--- src/rtl/an_scan_hm_pkg.sv ---
// Shared types and constants for the health-monitor anode scanner.
//   MODE_RT / MODE_PM : encodings of the mode input
//   bcd_t             : one BCD digit
//   ANODES_OFF        : active-low "all anodes dark" pattern (slice to NUM_DIGITS)
package an_scan_hm_pkg;

  localparam logic MODE_RT = 1'b0;
  localparam logic MODE_PM = 1'b1;

  typedef logic [3:0] bcd_t;

  localparam int MAX_DIGITS = 8;
  localparam logic [MAX_DIGITS-1:0] ANODES_OFF = '1;

endpackage

--- src/rtl/tick_gen_hm.sv ---
// Refresh prescaler: counts 0..TICK_DIV-1 and pulses tick for one cycle on
// the last count. clr restarts the period from 0 and suppresses the tick.
//   clk, rst_n : clock, synchronous active-low reset
//   clr        : synchronous restart (mode change)
//   tick       : one-cycle pulse every TICK_DIV cycles
module tick_gen_hm #(
  parameter int TICK_DIV = 100000
) (
  input  logic clk,
  input  logic rst_n,
  input  logic clr,
  output logic tick
);

  localparam int CW = (TICK_DIV > 1) ? $clog2(TICK_DIV) : 1;
  localparam logic [CW-1:0] LAST = CW'(TICK_DIV - 1);

  logic [CW-1:0] cnt;

  assign tick = (cnt == LAST) && !clr;

  always_ff @(posedge clk) begin
    if (!rst_n)               cnt <= '0;
    else if (clr || cnt == LAST) cnt <= '0;
    else                      cnt <= cnt + 1'b1;
  end

endmodule

--- src/rtl/an_scan_hm.sv ---
// Time-multiplexed anode scanner for the health-monitor seven-segment display.
// Steps a digit index through the digits active in the current mode, one slot
// per TICK_DIV clocks, and registers the active-low anode pattern together
// with the BCD nibble of the selected digit.
//   clk, rst_n : clock, synchronous active-low reset
//   mode       : 0 reaction timer (RT_DIGITS), 1 pulse monitor (PM_DIGITS)
//   rs_en      : display enable in reaction-timer mode
//   blank_lz   : blank leading zero digits (digit 0 always shown)
//   digit_val  : packed BCD digits, digit 0 in the low nibble
//   an_l       : registered active-low anodes
//   digit_out  : registered BCD nibble aligned with an_l
//   sel        : registered current digit index
module an_scan_hm
  import an_scan_hm_pkg::*;
#(
  parameter int NUM_DIGITS = 8,
  parameter int RT_DIGITS  = 4,
  parameter int PM_DIGITS  = 3,
  parameter int TICK_DIV   = 100000,
  localparam int SEL_W     = (NUM_DIGITS > 1) ? $clog2(NUM_DIGITS) : 1
) (
  input  logic                    clk,
  input  logic                    rst_n,
  input  logic                    mode,
  input  logic                    rs_en,
  input  logic                    blank_lz,
  input  logic [4*NUM_DIGITS-1:0] digit_val,
  output logic [NUM_DIGITS-1:0]   an_l,
  output logic [3:0]              digit_out,
  output logic [SEL_W-1:0]        sel
);

  // One bit wider than sel so a count equal to NUM_DIGITS is representable.
  localparam int CNT_W = SEL_W + 1;
  localparam logic [NUM_DIGITS-1:0] OFF = ANODES_OFF[NUM_DIGITS-1:0];

  logic                  mode_q;
  logic                  mode_chg;
  logic                  tick;
  logic                  disp_en;
  logic                  in_range;
  logic                  nz_tail;
  logic                  lz;
  logic [CNT_W-1:0]      n_act;
  logic [CNT_W-1:0]      sel_w;
  logic [SEL_W-1:0]      sel_nxt;
  logic [NUM_DIGITS-1:0] an_nxt;
  bcd_t                  dig_nxt;

  assign mode_chg = (mode != mode_q);
  assign n_act    = (mode == MODE_PM) ? CNT_W'(PM_DIGITS) : CNT_W'(RT_DIGITS);
  assign sel_w    = {1'b0, sel};
  assign in_range = (sel_w < n_act);
  assign disp_en  = rs_en | mode;

  tick_gen_hm #(.TICK_DIV(TICK_DIV)) u_tick (
    .clk   (clk),
    .rst_n (rst_n),
    .clr   (mode_chg),
    .tick  (tick)
  );

  // Digit index next state. Mode change wins over tick; an index stranded
  // beyond the active count (left over from a mode change) is pulled back.
  always_comb begin
    sel_nxt = sel;
    if (mode_chg || !in_range)
      sel_nxt = '0;
    else if (tick)
      sel_nxt = (sel_w == n_act - 1'b1) ? '0 : sel + 1'b1;
  end

  always_ff @(posedge clk) begin
    if (!rst_n) begin
      sel    <= '0;
      mode_q <= MODE_RT;
    end else begin
      sel    <= sel_nxt;
      mode_q <= mode;
    end
  end

  // A digit is a leading zero when it and every more significant active digit
  // are zero.
  always_comb begin
    nz_tail = 1'b0;
    for (int i = 0; i < NUM_DIGITS; i++) begin
      if (CNT_W'(i) >= sel_w && CNT_W'(i) < n_act && digit_val[4*i +: 4] != 4'd0)
        nz_tail = 1'b1;
    end
  end

  assign lz = blank_lz && (sel != '0) && !nz_tail;

  // in_range keeps the stale index dark during the cycle a mode change lands.
  always_comb begin
    an_nxt  = OFF;
    dig_nxt = bcd_t'(digit_val[4*sel +: 4]);
    if (disp_en && !lz && in_range)
      an_nxt = ~({{(NUM_DIGITS-1){1'b0}}, 1'b1} << sel);
  end

  always_ff @(posedge clk) begin
    if (!rst_n) begin
      an_l      <= OFF;
      digit_out <= '0;
    end else begin
      an_l      <= an_nxt;
      digit_out <= dig_nxt;
    end
  end

endmodule

--- config.mk ---
export PLATFORM = sky130hd
export DESIGN_NAME = an_scan_hm
export DESIGN_NICKNAME = d
export VERILOG_FILES = /design/src/rtl/an_scan_hm_pkg.sv /design/src/rtl/tick_gen_hm.sv /design/src/rtl/an_scan_hm.sv
export SDC_FILE = /design/constraint.sdc
export NUM_CORES = 1
export LEC_CHECK = 0
export ABC_AREA = 1
export CORE_MARGIN = 4
export CORE_UTILIZATION = 30
export CTS_BUF_LIST = sky130_fd_sc_hd__clkbuf_8
export DETAILED_ROUTE_END_ITERATION = 8
export GPL_TIMING_DRIVEN = 0
export PLACE_DENSITY_LB_ADDON = 0.1
export SYNTH_ARGS = -nofsm -noshare
export SYNTH_HDL_FRONTEND = slang
export SYNTH_SLANG_ARGS = --single-unit
--- constraint.sdc ---
create_clock -name clk -period 2.7 [get_ports clk]
set_input_delay 0.54 -clock clk [delete_from_list [all_inputs] [get_ports clk]]
set_output_delay 0.54 -clock clk [all_outputs]
set_load 0.02 [all_outputs]
==> flow_summary.yaml <==
run_status:
  status: "complete, no violations"
synth:
  synth_fp_nets: 339
  syn_area_sq_um: 2016
  synthesis.instances: 292
  synth_area_per_cell_sq_um: 6.903
  yosys_warnings: 0
  synth.top_cell.area_share_pct: 32.77
  ys_seq_area_share_pct: 32.77
  yosysTopAreaCell: "dfxtp_1"
  synth-seq-cells: 33
  async_reset_ff_share_pct: 0
  synthDistinctLibCells: 31
  synth_enable_flop_cells: 0
  yosys-top-cells-area: "dfxtp_1 33%, nor2_1 10%, nand2_1 9.5%"
  ys.flop_type: "dfxtp_1"
min_path:
  min_from: "u_tick.cnt[0]"
  worstHoldPathCells: 1
  hold_class: "register to register"
  worstHoldEndpoint: "u_tick.cnt[0]"
timing:
  max-slew-margin-rel_pct: 66.03
  worstMarginPinSlew_ps: 509.5
  fin_tns_setup_ps: 0
  rsz0062_at_grt: "no"
  drv_slew: 0
  timing.fmax_ghz: 0.4273
  setup_violations: 0
  period_needed_ps: 2340
  fin_skew_ps: 8.908
  fin_crit_sh_pct: 86.67
  setup_ws_ps: 359.9
  hold_violations: 0
floorplan:
  die_area_sq_um: 8095
  row_count: 29
  core_sq_um: 6422
  initial_core_util_pct: 31.39
  die-height_um: 89.97
  die_x_um: 89.97
  ios: 52
setup_path:
  setup.worst_path.start: "mode"
  reg2reg_depth: 11
  cp.required_ps: 2840
  r2r-start: "sel[0]"
  critPathLaunchType: "input port"
  path_class: "input port to register"
  worstReg2RegEnd: "an_l[6]"
  cp.arrival_ps: 2480
  endpoint_kind: "register"
  cp_max_fo: 8
  r2r_setup_slack_ps: 630
clock_network:
  cts_resized: 0
  cts_made_buffers: 5
  cts_root_buf: "clkbuf_8"
  htreeDepth: 2
  cts_buffer_depth: 2
  clock-sinks: 33
  insertion_delay_ps: 290
  path_clk_slew_ps: 70
  hold_buffers: 0
  cts_setup_buffers: 0
  cts_tree: "built"
global_route:
  antenna_found_initial: 0
  grt_max_degree: 13
  grt_pass1_vias: 1823
  grt_pass1_wl_um: 8431
  grt_usage_pct: 12.69
  grt_overflow: 0
placement:
  port_buffers: 51
  dp_slack_ps: 53.19
  hpwl_um: 3918
  gp_congestion: 0.7896
final_layout:
  nFillCells: 674
  area_delta_synth_final_pct: 34.39
  nNetsFinal: 397
  antenna_cells: 0
  drive_gt1_share_pct: 9.714
detailed_routing:
  firstDrtPassIters: 4
  routed_wl_um: 5078
  drc: 0
  ant_nets: 0
  wl_per_cell_um: 11.89
  drt_iter0_markers: 71
  vias: 1903
  viasPerCell: 4.457
pwr:
  ir_worst_vdd_uv: 172.5
  p_comb_share_pct: 12.8
  seqPwrFrac_pct: 49.1
  p_sw_mw: 0.2445
  powerDensity_nw_per_um2: 373.9
  p_sw_share_pct: 24.14
  p_int_mw: 0.7683
  clock_power_share_pct: 38.1
  p_leak_nw: 1.130
job:
  drv_cap: 0
cells by family after synthesis:
family | Yosys count | synth area share (%)
fa+ha+maj | 10 | 6.207
flops | 33 | 32.77
compound gates | 35 | 9.498
xor+xnor | 10 | 5.276
buf+inv | 46 | 9.807
simple gates | 158 | 36.44
cells in the final DEF, fill, tap and decap left out, types with 10 or more instances in the layout:
master	Yosys	layout
inv_1	37	38
nand2_1	51	51
clkdlybuf4s50_1	0	51
dfxtp_1	33	33
nand3_1	18	18
nor2_1	56	56
ha_1	10	10
nor2_2	11	11
o21ai_0	21	21
layout make-up:
cell class / instances / area (sq um) / area share [%]
Buffer: 7 / 48.80 / 1.801
Clock buffer: 6 / 82.58 / 3.048
Clock inverter: 1 / 3.754 / 0.1386
Inverter: 39 / 148.9 / 5.497
Multi-Input combinational cell: 213 / 1157 / 42.73
Sequential cell: 33 / 660.6 / 24.39
Tap cell: 77 / 96.34 / 3.557
Timing Repair Buffer: 51 / 510.5 / 18.85
layer usage:
metal	global-route usage [%]	routed length (um)	vias up	part of all wire, %
met5	0	0	-	0
met4	3.061	46	0	0.91
met3	3.506	321	5	6.3
met2	21.30	2269	48	45
met1	16.17	2440	814	48
li1	-	-	1036	-
power by group through the flow:
stage / clock network [mW] / registers [mW] / logic (mW)
after CTS: 0.400 / 0.498 / 0.131
after floorplan: 0 / 0.514 / 0.0491
after global placement: 0 / 0.509 / 0.131
final: 0.386 / 0.498 / 0.130
after detailed placement: 0 / 0.509 / 0.131
after global routing: 0.418 / 0.498 / 0.141
state kept, by name, indices dropped and copies added, names as in the netlist:
register	flops
digit_out	4
an_l	8
u_tick.cnt	17
mode_q	1
sel	3
metrics by stage:
| stage | total power, mW | std cells | hold WS, ps | cell area [sq um] | utilization [%] |
|---|---|---|---|---|---|
| 2_1_floorplan | 0.5631 | 292 | 427.4 | 2016 | - |
| 3_3_place_gp | 0.6399 | 420 | 439.4 | 2623 | 40.83 |
| 3_5_place_dp | 0.6397 | 420 | 443.4 | 2623 | 40.83 |
| 4_1_cts | 1.029 | 427 | 461.1 | 2709 | 42.18 |
| 5_1_grt | 1.058 | 427 | 473.6 | 2709 | 42.18 |
| 6_report | 1.013 | 427 | 461.1 | 2709 | 42.18 |
worst max-delay path: stages:
cell and delay [ps]:
clkdlybuf4s50_1 690, inv_1 100, ha_1 300, nand2_1 60, a21boi_0 90, nor2_1 110, nand2_1 60, nor2_1 390
nand3_1 140
cell usage after synthesis (all sizes together) (6+ instances only):
library cell	count
a21oi	6
buf	6
dfxtp	33
ha	10
inv	39
nand2	53
nand3	19
nand4	6
nor2	71
nor3	6
o21ai	22
how the worst max path moves through the flow:
stage                         end  depth (start not counted)
final                     an_l[6]                          9
after global routing      an_l[5]                          9
after CTS                 an_l[6]                          9
after detailed placement  an_l[6]                          9
after global placement    an_l[6]                          9
after floorplan           an_l[1]                         11
No activity file was read; power rests on OpenSTA's default activity.
